$ cat src/rtl/turn_latch.sv
// turn_latch: PS/2 set-2 scancode parser latching per-player turn requests and Enter per game tick.
// Optional feature: define TURN_LATCH_HOLD_EN so that held turn keys keep steering when nothing is pending.
module turn_latch #(
    parameter int TIMEOUT_CYCLES = 50000
) (
    input  logic       CLOCK_50,
    input  logic       reset_n,
    input  logic       game_tick,
    input  logic       code_valid,
    input  logic [7:0] code,
    output logic [5:0] turn,
    output logic       enter_req,
    output logic [7:0] last_code
);
    localparam int CW = $clog2(TIMEOUT_CYCLES + 1);
    localparam logic [CW-1:0] RELOAD = CW'(TIMEOUT_CYCLES - 1);
    typedef enum logic [1:0] {IDLE, EXT, BRK, EXT_BRK} state_t;
    state_t state_q, state_d, byte_next;
    logic [CW-1:0] cnt_q, cnt_d;
    logic [5:0] pend_q, pend_d, turn_q, turn_d, tick_turn;
    logic enter_pend_q, enter_pend_d, enter_req_q, enter_req_d;
    logic [7:0] last_code_q, last_code_d;
    logic is_e0, is_f0, is_ext, make_ev, brk_ev, enter_key;
    logic [2:0] key_l, key_r;
`ifdef TURN_LATCH_HOLD_EN
    logic [2:0] held_l_q, held_l_d, held_r_q, held_r_d;
`endif
    assign turn      = turn_q;
    assign enter_req = enter_req_q;
    assign last_code = last_code_q;
    assign is_e0     = code == 8'hE0;
    assign is_f0     = code == 8'hF0;
    assign is_ext    = state_q == EXT || state_q == EXT_BRK;
    assign make_ev   = code_valid && (state_q == IDLE || state_q == EXT) && !is_e0 && !is_f0;
    assign brk_ev    = code_valid && (state_q == BRK || state_q == EXT_BRK);
    assign key_l     = {is_ext && code == 8'h6B, !is_ext && code == 8'h3B, !is_ext && code == 8'h1C};
    assign key_r     = {is_ext && code == 8'h74, !is_ext && code == 8'h4B, !is_ext && code == 8'h23};
    assign enter_key = !is_ext && code == 8'h5A;
    // Next-state decode: parser transitions, prefix timeout, pending set and tick-time output latch.
    always_comb begin
        byte_next    = state_q == IDLE ? (is_e0 ? EXT : is_f0 ? BRK : IDLE)
                     : state_q == EXT  ? (is_f0 ? EXT_BRK : is_e0 ? EXT : IDLE)
                     : IDLE;
        state_d      = code_valid ? byte_next : (state_q != IDLE && cnt_q == '0) ? IDLE : state_q;
        cnt_d        = (code_valid || state_q == IDLE) ? RELOAD : cnt_q == '0 ? cnt_q : cnt_q - 1'b1;
        last_code_d  = (code_valid && !is_e0 && !is_f0) ? code : last_code_q;
        pend_d       = game_tick ? 6'b0 : pend_q;
        enter_pend_d = (game_tick ? 1'b0 : enter_pend_q) | (make_ev && enter_key);
        tick_turn    = pend_q;
        for (int p = 0; p < 3; p++) begin
            if (make_ev && key_l[p]) pend_d[2*p +: 2] = 2'b10;
            else if (make_ev && key_r[p]) pend_d[2*p +: 2] = 2'b01;
`ifdef TURN_LATCH_HOLD_EN
            if (pend_q[2*p +: 2] == 2'b00 && (held_l_q[p] ^ held_r_q[p]))
                tick_turn[2*p +: 2] = {held_l_q[p], held_r_q[p]};
`endif
        end
        turn_d      = game_tick ? tick_turn : turn_q;
        enter_req_d = game_tick ? enter_pend_q : enter_req_q;
`ifdef TURN_LATCH_HOLD_EN
        held_l_d = make_ev ? held_l_q | key_l : brk_ev ? held_l_q & ~key_l : held_l_q;
        held_r_d = make_ev ? held_r_q | key_r : brk_ev ? held_r_q & ~key_r : held_r_q;
`endif
    end
    // State and output registers with synchronous active-low reset.
    always_ff @(posedge CLOCK_50) begin
        if (!reset_n) begin
            state_q      <= IDLE;
            cnt_q        <= RELOAD;
            pend_q       <= '0;
            enter_pend_q <= 1'b0;
            turn_q       <= '0;
            enter_req_q  <= 1'b0;
            last_code_q  <= '0;
`ifdef TURN_LATCH_HOLD_EN
            held_l_q     <= '0;
            held_r_q     <= '0;
`endif
        end else begin
            state_q      <= state_d;
            cnt_q        <= cnt_d;
            pend_q       <= pend_d;
            enter_pend_q <= enter_pend_d;
            turn_q       <= turn_d;
            enter_req_q  <= enter_req_d;
            last_code_q  <= last_code_d;
`ifdef TURN_LATCH_HOLD_EN
            held_l_q     <= held_l_d;
            held_r_q     <= held_r_d;
`endif
        end
    end
endmodule

$ cat config.mk
export PLATFORM = sky130hd
export DESIGN_NAME = turn_latch
export DESIGN_NICKNAME = d
export VERILOG_FILES = /design/src/rtl/turn_latch.sv
export SDC_FILE = /design/constraint.sdc
export NUM_CORES = 1
export LEC_CHECK = 0
export ABC_AREA = 0
export CAP_MARGIN = 20
export CELL_PAD_IN_SITES_DETAIL_PLACEMENT = 1
export CELL_PAD_IN_SITES_GLOBAL_PLACEMENT = 2
export CORE_UTILIZATION = 33
export DETAILED_ROUTE_END_ITERATION = 7
export PLACE_DENSITY = 0.78
export RECOVER_POWER = 25
export REMOVE_ABC_BUFFERS = 1
export SLEW_MARGIN = 20
export SYNTH_ARGS = -nofsm -noshare
export SYNTH_HDL_FRONTEND = slang
export SYNTH_SLANG_ARGS = --single-unit
$ cat constraint.sdc
create_clock -name CLOCK_50 -period 2.2 [get_ports CLOCK_50]
set_input_delay 0.33 -clock CLOCK_50 [delete_from_list [all_inputs] [get_ports CLOCK_50]]
set_output_delay 0.33 -clock CLOCK_50 [all_outputs]
set_load 0.03 [all_outputs]
# Word-level counts from Yosys, hierarchy flattened
# Cells that the tools add are included.
# W data, S select, Z words.
[op_classes]
n_addsub = 1
n_eq_ne = 11
n_mux = 16
n_bitwise = 2
n_reduce_logical = 40
[ops]
columns = ["operator", "n"]
rows = [
  ["$eq A8 B7 Y1 const B", 4],
  ["$mux W2", 13],
  ["$logic_and A1 B1 Y1", 20],
  ["$eq A8 B6 Y1 const B", 2],
  ["$eq A8 B8 Y1 const B", 2],
  ["$logic_not A16 Y1", 1],
  ["$sub A16 B1 Y16 const B", 1],
  ["$reduce_bool A2 Y1", 5],
  ["$reduce_bool A3 Y1", 3],
  ["$eq A8 B5 Y1 const B", 1],
  ["$reduce_or A2 Y1", 4],
  ["$mux W6", 1],
  ["$logic_not A1 Y1", 3],
  ["$logic_or A1 B1 Y1", 3],
  ["$eq A2 B1 Y1 const B", 1],
  ["$eq A2 B2 Y1 const B", 1],
  ["$logic_not A2 Y1", 1],
  ["$mux W1", 2],
  ["$not A1 Y1", 1],
  ["$or A1 B1 Y1", 1],
]
[word_totals]
regBits = 40
input_bits = 12
output_inout_bits = 15
word_cells = 82

# Depth between registers and ports, before layout
# Gate-level depths: netlist of the first run.
[logic_depth]
word_depth = 8
ltp_mapped = 7

# Worst setup path before layout of the first run
# No wires, ideal clock.
[synth_timing]
path_type = "flip-flop to flip-flop"
start = "reg cnt_q[0]"
end = "reg cnt_q[14]"
setup_time_ns = 0.095
arrival_ns = 1.927
setup_slack_ns = 0.177
path_stages_with_launch = 8
n_path_buf = 1
synth_period_minus_slack_ns = 2.023
cell_sequence = "dfxtp_1 inv_1 ha_1 or3b_1 clkbuf_1 or4_1 or2_0 o311ai_1"
[synth_between]
elab_chain_len = 1
elab_cells_between_ends = 2
classes_between = "add/sub (1); reduce/logical (1)"
[synth_lines]
columns = ["item", "line_no", "text"]
rows = [
  ["start, declared", "19", "logic [CW-1:0] cnt_q, cnt_d;"],
  ["start signal, assigned", "81", "cnt_q <= cnt_d;"],
  ["$sub A16 B1 Y16 / $logic_not A16 Y1 (equally long branches)", "45", "cnt_d = (code_valid || state_q == IDLE) ? RELOAD : cnt_q == '0 ? cnt_q : cnt_q - 1'b1;"],
]
# Several ways; a longest one is shown, not always the timed one.
# A chain may end at the register's enable or synchronous reset.

# Worst setup path after layout of the first run
# Same ends and word-level chain as after synthesis.

==> impl_metrics.csv, run 1 <==
group,metric,value,unit
worst_setup_path,rrSetupSlack,100,ps
placement,io_buffers,26,
die,core_area,5540,um^2
synth,yosysTopAreaCell,"dfxtp_1",
synth,syn_avg_cell_area,9.06,um^2
synth,synth-seq-cells,40,
clock_tree,cts_buffer_depth,2,
synth,ys_seq_area_share,42.1,%
worst_setup_path,crit_arrival,2290,ps
synth,synth-edff-count,0,
route,wl_per_cell,13.5,um
worst_setup_path,setup.worst_path.end_class,"flip-flop",
sta,period_needed,2100,ps
global_route,grt_usage,15.9,%
clock_tree,cts_tree,"yes",
sta,drv_slew,0,
hold_path,hp-class,"flip-flop to flip-flop",
worst_setup_path,required,2390,ps
worst_setup_path,rr_worst_depth,6,
pwr,pwr_density_cell,566,nW/um^2
synth,netlist_area,1900,um^2
placement,hpwl,3220,um
die,initial_core_util,34.3,%
clock_tree,h-tree-depth,2,
clock_tree,post_cts_resized,0,
worst_setup_path,worst-setup-path-type,"flip-flop to flip-flop",
finish,fillers,675,
synth,yosysTopAreaCellShare,42.1,%
hold_path,min_path_cells,2,
worst_setup_path,critPathMaxFanout,4,
sta,max_freq,477,MHz
route,dr.pass1.iters,4,
synth,ys_async_sr_fraction,0,%
worst_setup_path,startpoint,"cnt_q[0]",
die,die-area,6070,um^2
sta,setup_viol,0,
clock_tree,numClockSinks,40,
clock_tree,cts.clk_slew.worst_paths,80,ps
synth,synthDistinctLibCells,50,
route,postRouteAntennaNets,0,
clock_tree,holdBufCountCts,0,
die,die_width,77.9,um
global_route,grt_max_degree,24,
synth,netlist_top_cells_area,"dfxtp_1 (42%), mux2i_1 (7.9%), nor2b_1 (5.9%), nand2_1 (2.8%), nand3_1 (2.6%)",
clock_tree,cts_root_buffer,"clkbuf_8",
sta,holdWs,468,ps
worst_setup_path,crit_path_end,"cnt_q[14]",
global_route,grt_pass1_vias,1657,
finish,drive_above_1_share,13.1,%
hold_path,hp-start,"last_code[2]",
die,std_cell_rows,27,
run_status,status,"finished, final reports clean",
finish,syn_to_final_growth,27.6,%
flow_run,maxCapViolations,0,
die,die_y,77.9,um
route,vias,1628,
sta,relSlewSlack,67.3,%
synth,synth_most_common_cell,"dfxtp_1",
clock_tree,cts_buffers,5,
finish,layout.nets,264,
sta,fin_setup_tns,0,ps
sta,finalCritPeriodShare,95.4,%
worst_setup_path,worst_setup_path_start_kind,"flip-flop",
route,drt_iter0_drc,51,
worst_setup_path,worstReg2RegEnd,"cnt_q[14]",
pwr,p_leak,0.937,nW
route,wirelength,4370,um
clock_tree,post-cts-setup-buffers,0,
global_route,antenna_found_initial,0,
sta,max_slew.worst_pin.slew,486,ps
route,drc,0,
worst_setup_path,timing.rr.start,"cnt_q[0]",
synth,yosys_warnings,0,
sta,skew,4.00,ps
synth,syn_inst,210,
sta,rsz0062_at_grt,"no",
global_route,grt_pass1_wl,7730,um
synth,synth_common_cells,"dfxtp_1 (40), nor2b_1 (18), mux2i_1 (15)",
pwr,peakVddDrop,255,uV
clock_tree,insertion_delay,290,ps
global_route,grt_overflow_total,0,
die,ios,27,
placement,gp_congestion,0.777,
synth,synth_ff_type,"dfxtp_1",
route,avgViaCountPerCell,5.02,
finish,diodes,0,
sta,hold_violations,0,
[layout by cell type, fill, tap and decap left out, types with 3 or more instances in the layout]
cell / netlist / routed
dfxtp_1: 40 / 40
clkdlybuf4s50_1: 0 / 20
nor2b_1: 18 / 18
buf_4: 0 / 16
mux2i_1: 15 / 15
nand2_1: 14 / 14
nor2_1: 12 / 12
inv_1: 10 / 10
nand3_1: 10 / 10
a21oi_1: 7 / 7
o21ai_0: 6 / 6
clkbuf_8: 0 / 6
dlygate4sd3_1: 0 / 6
nor4_1: 5 / 5
a21boi_0: 5 / 5
nor3b_1: 4 / 4
nand3b_1: 4 / 4
and3_1: 3 / 3
nand4_1: 3 / 3
nor3_1: 3 / 3
[cells by family after synthesis]
family,count (synthesis),share of synthesized area (%)
fa+ha+maj,1,0.658
flops,40,42.1
xor+xnor,2,0.921
compound gates,32,12.1
mux,15,7.89
simple gates,101,32.2
buf+inv,19,4.14
[worst max-delay path: stages, from the launching register on]
cell	delay, ps
dfxtp_1	350
inv_1	70
ha_1	190
or3b_1	380
or4_1	540
or2_0	220
o311ai_1	250
[where the power goes]
group          total [mW]  internal [mW]  switching (mW)
logic               0.127         0.0640          0.0634
clock network       0.511          0.250           0.261
registers           0.736          0.732         0.00425
[registers in the layout, indices dropped and copies added (netlist names)]
signal	cells
cnt_q	16
last_code	8
enter_pend_q	1
enter_req	1
pend_q	6
turn	6
state_q	2
[metrics by stage]
step                util (%)  cell area (um^2)  std cells  total power [mW]  worst slack, ps
floorplan                  -              1860        201             0.806              222
global placement        42.2              2340        316             0.885             29.0
detailed placement      42.2              2340        316             0.884             9.61
CTS                     43.9              2430        324              1.40             77.2
global route            43.8              2430        324              1.43             21.6
finish                  43.8              2430        324              1.37              102
[per-layer routing]
metal	wire length [um]	share of wire (%)	vias up	global-route usage, %
li1	-	-	829	-
met1	2040	47	766	19.7
met2	2150	49	25	27.6
met3	127	2.9	8	2.47
met4	54	1.2	0	6.11
met5	0	0	-	0
[worst min path at each step]
stage                   endpoint  slack [ps]
floorplan              pend_q[3]         450
finish              last_code[2]         470
global placement    enter_pend_q         470
global route        last_code[3]         490
CTS                 last_code[3]         480
detailed placement  last_code[3]         460
[final cells by class]
type / count / area [um^2] / area share (%)
Clock buffer: 6 / 82.6 / 3.40
Clock inverter: 2 / 10.0 / 0.412
Tap cell: 72 / 90.1 / 3.71
Inverter: 10 / 37.5 / 1.55
Sequential cell: 40 / 801 / 33.0
Multi-Input combinational cell: 151 / 1020 / 42.1
Timing Repair Buffer: 43 / 384 / 15.8
No activity file was read; power rests on OpenSTA's default activity.
==> run 2, diff against run 1 <==
--- a/config.mk
+++ b/config.mk
@@ -13,7 +13,6 @@
 export DETAILED_ROUTE_END_ITERATION = 7
 export PLACE_DENSITY = 0.78
 export RECOVER_POWER = 25
-export REMOVE_ABC_BUFFERS = 1
 export SLEW_MARGIN = 20
 export SYNTH_ARGS = -nofsm -noshare
 export SYNTH_HDL_FRONTEND = slang
==> impl_metrics.csv, run 2 (synthesis gave the netlist of run 1 again) <==
group,metric,value,unit
global_route,grt_pass1_vias,1702,
sta,max_slew.worst_pin.slew,692,ps
finish,final_cell_mix,"dfxtp_1 (38), clkdlybuf4s50_1 (21), nor2b_1 (18)",
worst_setup_path,worst-setup-path-type,"flip-flop to flip-flop",
die,ios,27,
worst_setup_path,rrSetupSlack,100,ps
pwr,pwr_density_cell,677,nW/um^2
clock_tree,h-tree-depth,2,
flow_run,maxCapViolations,0,
die,initial_core_util,34.3,%
route,wirelength,4510,um
worst_setup_path,critPathMaxFanout,4,
global_route,grt_overflow_total,0,
worst_setup_path,setup.worst_path.end_class,"flip-flop",
route,avgViaCountPerCell,5.03,
pwr,p_leak,0.951,nW
clock_tree,numClockSinks,40,
route,postRouteAntennaNets,0,
placement,io_buffers,26,
clock_tree,cts_tree,"yes",
sta,fin_setup_tns,0,ps
die,die_width,77.9,um
global_route,grt_max_degree,20,
hold_path,hp-start,"last_code[3]",
route,drc,0,
sta,period_needed,2100,ps
clock_tree,post-cts-setup-buffers,0,
worst_setup_path,crit_arrival,2290,ps
route,drt_iter0_drc,22,
global_route,grt_pass1_wl,7840,um
run_status,status,"finished, final reports clean",
finish,largest_reg_flops,16,
sta,hold_violations,0,
worst_setup_path,worstReg2RegEnd,"cnt_q[14]",
worst_setup_path,critPathBufInv,1,
finish,final-seq-area,803,um^2
hold_path,min_path_cells,2,
clock_tree,cts_root_buffer,"clkbuf_8",
die,core_area,5540,um^2
worst_setup_path,timing.rr.start,"cnt_q[0]",
die,std_cell_rows,27,
clock_tree,insertion_delay,290,ps
sta,holdWs,475,ps
clock_tree,cts.clk_slew.worst_paths,80,ps
pwr,finalPower,1.69,mW
finish,drive_above_1_share,13.9,%
die,die-area,6070,um^2
finish,fin_area,2500,um^2
route,vias,1626,
finish,mostFrequentLayoutCell,"dfxtp_1",
sta,relSlewSlack,53.9,%
finish,multi_input_area,1040,um^2
global_route,antenna_found_initial,0,
sta,drv_slew,0,
sta,skew,5.25,ps
hold_path,hp-class,"flip-flop to flip-flop",
die,die_y,77.9,um
sta,finalCritPeriodShare,95.4,%
finish,diodes,0,
route,wl_per_cell,14.0,um
placement,hpwl,3390,um
worst_setup_path,path_delay_family,"simple AND/OR/NAND/NOR gates",
finish,syn_to_final_growth,31.5,%
global_route,grt_usage,16.4,%
finish,fillers,668,
placement,gp_congestion,0.786,
pwr,peakVddDrop,239,uV
worst_setup_path,rr_worst_depth,6,
worst_setup_path,worst_setup_path_start_kind,"flip-flop",
route,dr.pass1.iters,4,
clock_tree,cts_buffer_depth,2,
sta,setup_viol,0,
worst_setup_path,crit_chain,"inv_1 -> ha_4 -> or3b_1 -> or4_4 -> or2_0 -> o311ai_1",
hold_path,holdPathEnd,"last_code[3]",
synth,synthesis.nets,223,
finish,layout.nets,263,
worst_setup_path,crit_path_top_delay_cell,"or4_4",
sta,max_freq,476,MHz
worst_setup_path,cpPeakStageDelay,530,ps
clock_tree,cts_buffers,5,
placement,place_area,2330,um^2
finish,top_register,"cnt_q",
sta,rsz0062_at_grt,"no",
worst_setup_path,startpoint,"cnt_q[0]",
worst_setup_path,required,2390,ps
==> run 2: layout make-up <==
cell class	instances	area share, %
tap	72	3.60
clock inverter	3	3.60
inverter	10	1.50
clock buffer	5	2.75
multi-input combinational	151	41.5
timing repair buffer	42	14.9
sequential	40	32.1
==> run 2: worst max-delay path by stage <==
stage                    to  slack, ps  cells after the start
2_1_floorplan     cnt_q[14]        180                      7
6_report          cnt_q[14]        100                      6
3_5_place_dp   last_code[7]         10                      6
4_1_cts           cnt_q[14]         20                      6
5_1_grt           cnt_q[14]         30                      6
3_3_place_gp   last_code[4]         40                      6
==> run 2: power by group <==
part,internal (mW),switching [mW],total [mW]
Sequential,0.732,0.00422,0.736
Combinational,0.0629,0.0639,0.127
Clock,0.567,0.263,0.830
==> run 2: per-layer routing <==
metal	vias up	part of all wire [%]	wire length (um)	track usage, %
met3	2	2.7	123	4.24
met5	-	0	0	0
met2	20	51	2280	30.0
met4	0	0.33	15	4.44
li1	826	-	-	-
met1	778	46	2080	18.8
==> run 2: repair_timing <==
action,CTS,global route
endpoints found under the setup margin,0,1
hold buffers,0,0
resized for setup,0,5
==> run 2: per-stage QoR <==
stage          setup slack [ps]  instances  utilization (%)
2_1_floorplan               177        210                -
3_3_place_gp               44.6        315             42.1
3_5_place_dp               12.3        315             42.1
4_1_cts                    23.3        323             44.9
5_1_grt                    30.3        323             45.1
6_report                    101        323             45.1
==> run 2: worst register-to-register path, cell delays in order (launching register included) <==
cell,delay [ps]
dfxtp_2,340
inv_1,100
ha_4,150
or3b_1,360
or4_4,530
or2_0,230
o311ai_1,290
==> edit: new RTL, config.mk and constraints of run 2 <==
The parameter `TIMEOUT_CYCLES` goes from 50000 to 12500.
--- a/src/rtl/turn_latch.sv
+++ b/src/rtl/turn_latch.sv
@@ -1,7 +1,7 @@
 // turn_latch: PS/2 set-2 scancode parser latching per-player turn requests and Enter per game tick.
 // Optional feature: define TURN_LATCH_HOLD_EN so that held turn keys keep steering when nothing is pending.
 module turn_latch #(
-    parameter int TIMEOUT_CYCLES = 50000
+    parameter int TIMEOUT_CYCLES = 12500
 ) (
     input  logic       CLOCK_50,
     input  logic       reset_n,
Check against the original RTL: same outputs for any inputs over 10 cycles, from zero or initial values and one cycle with reset_n low; that may be too few to reach the edited logic, so the function may still have changed.
==> edit against run 2 <==
Die area fell by 7.0%; largest power group is now sequential cells; area after synthesis decreased by 7.2%; critical path depth rose by 1; largest cell class unchanged; routed wire length rose by 0.87%; total power fell by 21%; setup slack better by 0.13 ns; clock skew is 0.0014 ns higher; maximum frequency increased by 6.6%; sequential cell count is 2 lower; cell area decreased by 9.3%.
==> edit: results (changes against run 2) <==
* DP HPWL at 3.43 mm (was 3.39 mm)
* Final Core Density at 0.442 (was 0.451)
* Dpl ws at 0.0261 ns (was 0.0123 ns)
* Largest net degree at the start of global routing at 24 (was 20)
* Tcrit/Tclk final at 0.895 (was 0.954)
* Clk tree area frac at 0.0402 (was 0.0635)
* Mux contribution to synthesized area at 0.0680 (was 0.0789)
* Crit-path slowest cell: or4_1 (was or4_4)
* Number of instances in the placed design at 293 (was 315)
* Multi-input combinational area share at 0.422 (was 0.415)
* Outcome: complete, no violations (unchanged)
* Number of non-clock buffers at 39 (was 42)
* Drt total wl at 4.55 mm (was 4.51 mm)
* Post-Syn Area per Cell at 9.24 um2 (was 9.06 um2)
* Synth top area cells: dfxtp_1 43%, mux2i_1 6.8%, nor2b_1 5.7% (was dfxtp_1 42%, mux2i_1 7.9%, nor2b_1 5.9%)
* Wl on met1 at 2.04 mm (was 2.08 mm)
* Synth Area in Compound Gates at 0.150 (was 0.121)
* CLK BUF at 7 (was 5)
* Initial DRC Count at 42 (was 22)
* Peak supply drop at 334 uV (was 239 uV)
* Vias in the first global route at 1,591 (was 1,702)
* Multi-input gates at 141 (was 151)
* R2R setup slack at 0.23 ns (was 0.10 ns)
* Total Routing Usage GR at 0.173 (was 0.164)
* Worst-case hold slack at 0.480 ns (was 0.475 ns)
* XOR/XNOR share of the synthesized area at 0.0149 (was 0.00921)
* Routed vias/inst at 5.15 (was 5.03)
## edit: cell types whose count changed after synthesis, sizes merged, moves of 3 or more
cell           run 2  this run
nor3               3         0
o211ai             0         3
inv               10         5
nand2             14        18
nand3             10         3
mux2i             15        12
clkbuf             8         5
o21ai              6         9
## edit: power by group
part           leakage, nW  switching (mW)  internal (mW)  total, mW
sequential           0.308         0.00547          0.696      0.701
combinational        0.477          0.0681         0.0649      0.133
clock               0.0482           0.249          0.253      0.502
total                0.833           0.323           1.01       1.34
## edit: cell families after synthesis
logic type / count (synthesis)
multiplexers: 12
adder cells (fa/ha/maj): 1
flip-flops: 38
XOR/XNOR: 3
buffers and inverters: 12
AND/OR/NAND/NOR: 89
AO/OA/AOI/OAI: 36
## edit: path summary, 6_finish.rpt
path / cells after the start / endpoint
worst max-delay path: 7 / cnt_q[5]
worst min-delay path: 2 / last_code[3]
worst max register to register: 7 / cnt_q[5]
worst min register to register: 2 / last_code[3]
